===== config.mk =====
export PLATFORM = sky130hd
export DESIGN_NAME = seq_blinker_flat
export DESIGN_NICKNAME = d
export VERILOG_FILES = /design/src/rtl/seq_blinker_if.sv /design/src/rtl/seq_blinker.sv /design/src/flat_wrapper.sv
export SDC_FILE = /design/constraint.sdc
export NUM_CORES = 1
export LEC_CHECK = 0
export ABC_CLOCK_PERIOD_IN_PS = 3400
export CAP_MARGIN = 10
export CORE_UTILIZATION = 62
export DETAILED_ROUTE_END_ITERATION = 12
export PLACE_DENSITY_LB_ADDON = 0.12
export SLEW_MARGIN = 10
export SYNTH_ARGS = -nofsm -noshare
export SYNTH_HDL_FRONTEND = slang
export SYNTH_SLANG_ARGS = --single-unit

===== constraint.sdc =====
create_clock -name clk -period 3.4 [get_ports clk]
set_clock_uncertainty 0.2 [all_clocks]
set_input_delay 0.85 -clock clk [delete_from_list [all_inputs] [get_ports clk]]
set_output_delay 0.85 -clock clk [all_outputs]
set_load 0.01 [all_outputs]

===== src/rtl/seq_blinker_if.sv =====
// Playback-stage bus: controller handshake, sequence-memory read port and LED drive.
interface seq_blinker_if;
    logic       start;
    logic [3:0] level;
    logic       mem_rd_en;
    logic [3:0] mem_addr;
    logic [1:0] mem_rdata;
    logic [3:0] led;
    logic       busy;
    logic       done;

    // Blinker side: drives memory reads, LEDs and status.
    modport master (
        input  start, level, mem_rdata,
        output mem_rd_en, mem_addr, led, busy, done
    );

    // Controller/memory side.
    modport slave (
        output start, level, mem_rdata,
        input  mem_rd_en, mem_addr, led, busy, done
    );
endinterface


===== src/rtl/seq_blinker.sv =====
// Simon playback stage: reads colour codes 0..lvl-1 and flashes each on a one-hot LED bus.
module seq_blinker #(
    parameter int unsigned MAX_LEVEL  = 10,
    parameter int unsigned ON_CYCLES  = 25000000,
    parameter int unsigned OFF_CYCLES = 12500000,
    parameter int unsigned CNT_W      = 25
) (
    input  logic          clk,
    input  logic          reset,
    seq_blinker_if.master bus
);

    localparam int unsigned IDX_W = 4;
    localparam int unsigned LED_W = 4;
    localparam logic [CNT_W-1:0] ON_LAST  = CNT_W'(ON_CYCLES - 1);
    localparam logic [CNT_W-1:0] OFF_LAST = CNT_W'(OFF_CYCLES - 1);
    localparam logic [IDX_W-1:0] LVL_MAX  = IDX_W'(MAX_LEVEL);

    typedef enum logic [2:0] {
        ST_IDLE,
        ST_FETCH,
        ST_WAIT,
        ST_ON,
        ST_OFF,
        ST_DONE
    } state_t;

    state_t             state, state_n;
    logic [IDX_W-1:0]   idx, idx_n;
    logic [IDX_W-1:0]   lvl, lvl_n;
    logic [1:0]         colour, colour_n;
    logic [CNT_W-1:0]   cnt, cnt_n;
    logic [IDX_W-1:0]   lvl_req;

    logic               rd_en_q, rd_en_n;
    logic [IDX_W-1:0]   addr_q, addr_n;
    logic [LED_W-1:0]   led_q, led_n;
    logic               busy_q, busy_n;
    logic               done_q, done_n;

    // Next-state logic; outputs are decoded from the next state so they register with it.
    always_comb begin
        state_n  = state;
        idx_n    = idx;
        lvl_n    = lvl;
        colour_n = colour;
        cnt_n    = cnt;
        lvl_req  = (bus.level > LVL_MAX) ? LVL_MAX : bus.level;

        case (state)
            ST_IDLE: begin
                if (bus.start) begin
                    lvl_n   = lvl_req;
                    idx_n   = '0;
                    state_n = (lvl_req == '0) ? ST_DONE : ST_FETCH;
                end
            end
            ST_FETCH: state_n = ST_WAIT;
            ST_WAIT: begin
                colour_n = bus.mem_rdata;
                cnt_n    = '0;
                state_n  = ST_ON;
            end
            ST_ON: begin
                if (cnt == ON_LAST) begin
                    cnt_n   = '0;
                    state_n = ST_OFF;
                end else begin
                    cnt_n = cnt + CNT_W'(1);
                end
            end
            ST_OFF: begin
                if (cnt == OFF_LAST) begin
                    cnt_n = '0;
                    if (idx == lvl - IDX_W'(1)) begin
                        state_n = ST_DONE;
                    end else begin
                        idx_n   = idx + IDX_W'(1);
                        state_n = ST_FETCH;
                    end
                end else begin
                    cnt_n = cnt + CNT_W'(1);
                end
            end
            ST_DONE: state_n = ST_IDLE;
            default: state_n = ST_IDLE;
        endcase

        rd_en_n = (state_n == ST_FETCH);
        addr_n  = rd_en_n ? idx_n : addr_q;
        led_n   = (state_n == ST_ON) ? (LED_W'(1) << colour_n) : '0;
        busy_n  = (state_n != ST_IDLE);
        done_n  = (state_n == ST_DONE);
    end

    // State, datapath and output registers with synchronous reset.
    always_ff @(posedge clk) begin
        if (reset) begin
            state   <= ST_IDLE;
            idx     <= '0;
            lvl     <= '0;
            colour  <= '0;
            cnt     <= '0;
            rd_en_q <= 1'b0;
            addr_q  <= '0;
            led_q   <= '0;
            busy_q  <= 1'b0;
            done_q  <= 1'b0;
        end else begin
            state   <= state_n;
            idx     <= idx_n;
            lvl     <= lvl_n;
            colour  <= colour_n;
            cnt     <= cnt_n;
            rd_en_q <= rd_en_n;
            addr_q  <= addr_n;
            led_q   <= led_n;
            busy_q  <= busy_n;
            done_q  <= done_n;
        end
    end

    assign bus.mem_rd_en = rd_en_q;
    assign bus.mem_addr  = addr_q;
    assign bus.led       = led_q;
    assign bus.busy      = busy_q;
    assign bus.done      = done_q;

endmodule


===== src/flat_wrapper.sv =====
// flat-port wrapper written by rule: the top's interface ports become plain ports
module seq_blinker_flat 
#(
    parameter int unsigned MAX_LEVEL  = 10,
    parameter int unsigned ON_CYCLES  = 25000000,
    parameter int unsigned OFF_CYCLES = 12500000,
    parameter int unsigned CNT_W      = 25
)
  (clk, reset, bus_start, bus_level, bus_mem_rdata, bus_mem_rd_en, bus_mem_addr, bus_led, bus_busy, bus_done);
  seq_blinker_if bus_i ();
  input  logic clk;
  input  logic reset;
  input wire logic [$bits(bus_i.start)-1:0] bus_start;
  input wire logic [$bits(bus_i.level)-1:0] bus_level;
  input wire logic [$bits(bus_i.mem_rdata)-1:0] bus_mem_rdata;
  output wire logic [$bits(bus_i.mem_rd_en)-1:0] bus_mem_rd_en;
  output wire logic [$bits(bus_i.mem_addr)-1:0] bus_mem_addr;
  output wire logic [$bits(bus_i.led)-1:0] bus_led;
  output wire logic [$bits(bus_i.busy)-1:0] bus_busy;
  output wire logic [$bits(bus_i.done)-1:0] bus_done;
  assign bus_i.start = bus_start;
  assign bus_i.level = bus_level;
  assign bus_i.mem_rdata = bus_mem_rdata;
  assign bus_mem_rd_en = bus_i.mem_rd_en;
  assign bus_mem_addr = bus_i.mem_addr;
  assign bus_led = bus_i.led;
  assign bus_busy = bus_i.busy;
  assign bus_done = bus_i.done;
  seq_blinker #(.MAX_LEVEL(MAX_LEVEL), .ON_CYCLES(ON_CYCLES), .OFF_CYCLES(OFF_CYCLES), .CNT_W(CNT_W)) u_core (.clk(clk), .reset(reset), .bus(bus_i));
endmodule

; ---- After elaboration in Yosys (flattened, before gate mapping)
; Cells that the tools add are included.
[word_totals]
ff_bits = 49
latch_bits = 0
ram_bits = 0
romBits = 0
inputBits = 9
wordCells = 47
memories = 0
[op_classes]
n_addsub = 3
n_mul = 0
div_mod_pow = 0
n_lt_le_gt_ge = 1
eq_ne = 10
shift = 1
muxes = 15
bitwise_logic = 1
reduce_logical = 6
[op_table]
columns = operator, n
row1 = $pmux W25 S3, 1
row2 = $mux W25, 2
row3 = $add A25 B1 Y25 const B, 1
row4 = $eq A25 B24 Y1 const B, 1
row5 = $eq A25 B25 Y1 const B, 1
row6 = $mux W4, 4
row7 = $mux W3, 5
row8 = $pmux W3 S5, 1
row9 = $eq A3 B2 Y1 const B, 3
row10 = $pmux W4 S2, 1
row11 = $eq A3 B1 Y1 const B, 2
row12 = $eq A3 B3 Y1 const B, 2
row13 = $reduce_bool A3 Y1, 2
row14 = $add A4 B1 Y4 const B, 1
row15 = $eq A4 B4 Y1, 1
row16 = $gt A4 B4 Y1 const B, 1
row17 = $logic_not A4 Y1, 1
row18 = $shl A1 B2 Y4 const A, 1
row19 = $sub A4 B1 Y4 const B, 1
row20 = $logic_not A3 Y1, 1
row21 = $mux W2, 1
row22 = $reduce_and A2 Y1, 1
row23 = $reduce_or A2 Y1, 1
row24 = $not A1 Y1, 1

; ---- Logic depth before layout (Yosys ltp)
[logic_depth]
ltp_word = 9
ltp_mapped = 8
mapped_depth_nobuf = 8

; ---- Worst setup path before layout
; Ideal clock, no wire load.
[synth_path]
path_kind = input -> register
startpoint = in bus_start
endpoint = reg u_core.addr_q[2], in the netlist u_core.bus.mem_addr[2]
arrival_ns = 2.021
slack_ns = 1.045
stages = 6
cell_sequence = nor4b_1 -> nand2_1 -> o41a_1 -> and3_1 -> a21oi_1 -> a211oi_2
[synth_between]
elab_chain_cells = 3
word_cells_on_any_way = 5
cone_classes = 1 x eq/ne / 4 x mux
[synth_rtl]
columns = item, line_no
row1 = start: declaration, flat_wrapper.sv:13  ; input wire logic [$bits(bus_i.start)-1:0] bus_start;
row2 = $mux W3, seq_blinker.sv:52  ; if (bus.start) begin
row3 = $pmux W3 S5, seq_blinker.sv:50  ; case (state)
row4 = $eq A3 B1 Y1, seq_blinker.sv:89  ; rd_en_n = (state_n == ST_FETCH);
row5 = end signal: assignment, seq_blinker.sv:116  ; addr_q <= addr_n;
row6 = end: declaration, seq_blinker.sv:36  ; logic [IDX_W-1:0] addr_q, addr_n;
; Parallel ways exist; a longest one is shown, timed or not.
; A chain may end at the register's enable or synchronous reset.

; ---- Worst setup path in the final report
[layout_path]
startpoint = reg u_core.cnt[0]
endpoint = reg u_core.cnt[8]
[layout_between]
elab_chain_cells = 3
word_cells_on_any_way = 6
cone_classes = 1 x add/sub / 2 x eq/ne / 3 x mux
[layout_rtl]
columns = item, line_no
row1 = start: declaration, seq_blinker.sv:32  ; logic [CNT_W-1:0] cnt, cnt_n;
row2 = start signal: assignment, seq_blinker.sv:114  ; cnt <= cnt_n;
row3 = $add A25 B1 Y25 (tied with other cells), "seq_blinker.sv:69, seq_blinker.sv:82"
row4 = $mux W25 (on tied branches), "seq_blinker.sv:73, seq_blinker.sv:65"
row5 = $pmux W25 S3 (*), seq_blinker.sv:50
; Mark *: on every way between the ends. The rest lies on a longest branch, timed or not.

==> impl_metrics.py <==
metrics = {
    "synthesis": {
        "synth_cells": 300,
        "avgSynthCellArea_sq_um": 8.34,
        "synth_top_area_share": 0.392,
        "synth_most_common_cell": "dfxtp_1",
        "synth_nets": 312,
        "synth_edf_count": 0,
        "synthesis.area_sq_um": 2500,
        "synthTopCellsByArea": "dfxtp_1 (39%), nand2_1 (5.3%), a21oi_1 (4.6%), nor2_1 (4.5%), nand3_1 (4.2%)",
        "yosysWarnings": 0,
        "synthArstFlopShare": 0,
        "ys.flop_type": "dfxtp_1",
        "yosysSeqAreaShare": 0.392,
        "synth_cell_types": 53,
        "yosys.area.top_type": "dfxtp_1",
        "synthTopCellsByCount": "dfxtp_1 (49), nand2_1 (35), nor2_1 (30)",
        "synth-seq-cells": 49,
    },
    "floorplan": {
        "die_y_microns": 65.5,
        "dieArea_sq_um": 4290,
        "start_util": 0.663,
        "coreArea_sq_um": 3770,
        "rows": 22,
        "ios": 20,
        "die_w_microns": 65.5,
    },
    "route": {
        "routed_wl_mm": 5.28,
        "vias": 2262,
        "dr.pass1.iters": 4,
        "ant_nets": 0,
        "avgViaCountPerCell": 6.16,
        "drc": 0,
        "drtIter0Drc": 161,
        "wire_per_inst_microns": 14.4,
    },
    "critical_path": {
        "rrSetupSlack_ns": 0.74,
        "reg2reg_to": "u_core.cnt[8]",
        "crit_fanout": 16,
        "worstPathRequired_ns": 3.43,
        "crit_arrival_ns": 2.69,
        "endpoint_kind": "flop",
        "crit_type": "reg2reg",
        "r2r_start": "u_core.cnt[0]",
        "worstRegToRegCells": 8,
        "setup.worst_path.start_class": "flop",
    },
    "timing": {
        "drv_slew": 0,
        "finalHoldViolations": 0,
        "fin_crit_sh": 0.782,
        "tightest_slew_ns": 0.693,
        "fmax_ghz": 0.376,
        "setup_viol": 0,
        "fin_ws_ns": 0.742,
        "max_slew_margin": 0.536,
        "period_needed_ns": 2.66,
        "rsz0062_at_grt": "false",
        "setup_tns_ns": 0,
    },
    "placement": {
        "place_congestion": 0.896,
        "dpl-instance-area_sq_um": 2730,
        "dp_hpwl_mm": 3.77,
        "pre_cts_ws_ns": 0.623,
        "io_buffers": 19,
        "placed_cells": 359,
    },
    "layout": {
        "nets": 330,
        "instances_no_fill": 367,
        "drive_gt1_frac": 0.0815,
        "antenna_cells": 0,
        "syn2layout_area_growth_pct": 12.2,
        "final_area_sq_um": 2810,
    },
    "global_routing": {
        "grt_max_degree": 26,
        "grt_usage": 0.278,
        "grt_pass1_wl_mm": 9.27,
        "grt_pass1_vias": 2002,
        "grt_overflow": 0,
        "antenna_found_initial": 0,
    },
    "clock_network": {
        "post_cts_resized": 0,
        "clock_latency_ns": 0.30,
        "cts_max_level": 2,
        "clock_path_buffers": 2,
        "cts_tree": "yes",
        "clkSinkCount": 49,
        "numCtsBuffers": 5,
        "cts.clk_slew.worst_paths_ns": 0.09,
        "postCtsSetupBuffers": 0,
        "hold_buffers": 0,
        "cts-root-buf": "clkbuf_8",
    },
    "min_path": {
        "min_to": "u_core.lvl[3]",
        "holdPathStages": 2,
        "hp-class": "reg2reg",
        "min-delay-start": "u_core.lvl[3]",
    },
    "run_status": {
        "status": "finished clean",
    },
    "power": {
        "cellPowerDensity_nw_per_um2": 374,
        "p_leak_nw": 0.989,
        "peakVddDrop_mv": 0.229,
    },
    "run": {
        "maxCapViolations": 0,
    },
}
-- how the worst max path moves through the flow --
stage	startpoint	endpoint	slack [ns]
after detailed placement	bus_start	u_core.bus.mem_addr[2]	0.62
after CTS	u_core.cnt[0]	u_core.cnt[8]	0.76
final	u_core.cnt[0]	u_core.cnt[8]	0.74
after global routing	u_core.state[0]	u_core.cnt[8]	0.48
after global placement	bus_start	u_core.bus.mem_addr[3]	0.59
after floorplan	bus_start	u_core.bus.mem_addr[2]	1.05
-- metrics by stage --
| step | hold WS (ns) | power [mW] | util |
|---|---|---|---|
| floorplan | 0.245 | 0.688 | - |
| global placement | 0.261 | 0.727 | 0.723 |
| detailed placement | 0.269 | 0.730 | 0.723 |
| CTS | 0.280 | 1.05 | 0.744 |
| global route | 0.303 | 1.09 | 0.744 |
| finish | 0.277 | 1.05 | 0.744 |
-- critical path, cell delays in order (launching register included) --
cell and delay [ns]:
dfxtp_1 0.35, ha_1 0.26, and4_1 0.27, nand4_1 0.25
o21bai_2 0.14, a21oi_2 0.57, buf_4 0.28, o21ai_0 0.10
a31oi_1 0.17
-- layer usage --
metal / track usage / part of all wire
met5: 0 / 0
met4: 0.0734 / 0.013
met3: 0.0590 / 0.041
met2: 0.430 / 0.45
met1: 0.389 / 0.50
-- sequential cells by signal, indices dropped and copies added, names as in the netlist --
| signal | flops |
|---|---|
| u_core.bus.busy | 1 |
| u_core.colour | 2 |
| u_core.bus.done | 1 |
| u_core.cnt | 25 |
| u_core.idx | 4 |
| u_core.bus.led | 4 |
| u_core.lvl | 4 |
| u_core.bus.mem_rd_en | 1 |
| u_core.bus.mem_addr | 4 |
| u_core.state | 3 |
-- cell type report --
| type | count | area (sq um) |
|---|---|---|
| clock buffer | 8 | 80.1 |
| fill | 298 | 966 |
| inverter | 5 | 18.8 |
| multi-input combinational | 234 | 1450 |
| sequential | 49 | 981 |
| tap | 48 | 60.1 |
| timing repair buffer | 23 | 220 |
-- layout by cell type, fill, tap and decap left out, types with 5 or more instances in the layout --
master / instances
a21oi_1: 23
a311oi_1: 5
a31oi_1: 16
and3_1: 7
clkbuf_8: 5
clkdlybuf4s50_1: 19
dfxtp_1: 49
inv_1: 5
nand2_1: 35
nand3_1: 21
nand3b_1: 5
nand4_1: 6
nor2_1: 30
nor2b_1: 6
nor3_1: 5
o21ai_0: 10
-- cells by family (layout without fill, tap and decap cells) --
logic type	Yosys count	after routing	synth area share
DFF	49	49	0.392
and+or+nand+nor	147	147	0.317
xor gates and xnor gates	5	5	0.0230
AOI/OAI and AO/OA	73	73	0.195
buffers and inverters	17	36	0.0300
muxes	6	6	0.0285
adders and majority gates	3	3	0.0150
-- report_power, final --
group	internal, mW	switching [mW]
registers	0.587	0.0118
clock network	0.147	0.184
logic	0.0540	0.0652
total	0.787	0.261
No activity file was read; power rests on OpenSTA's default activity.
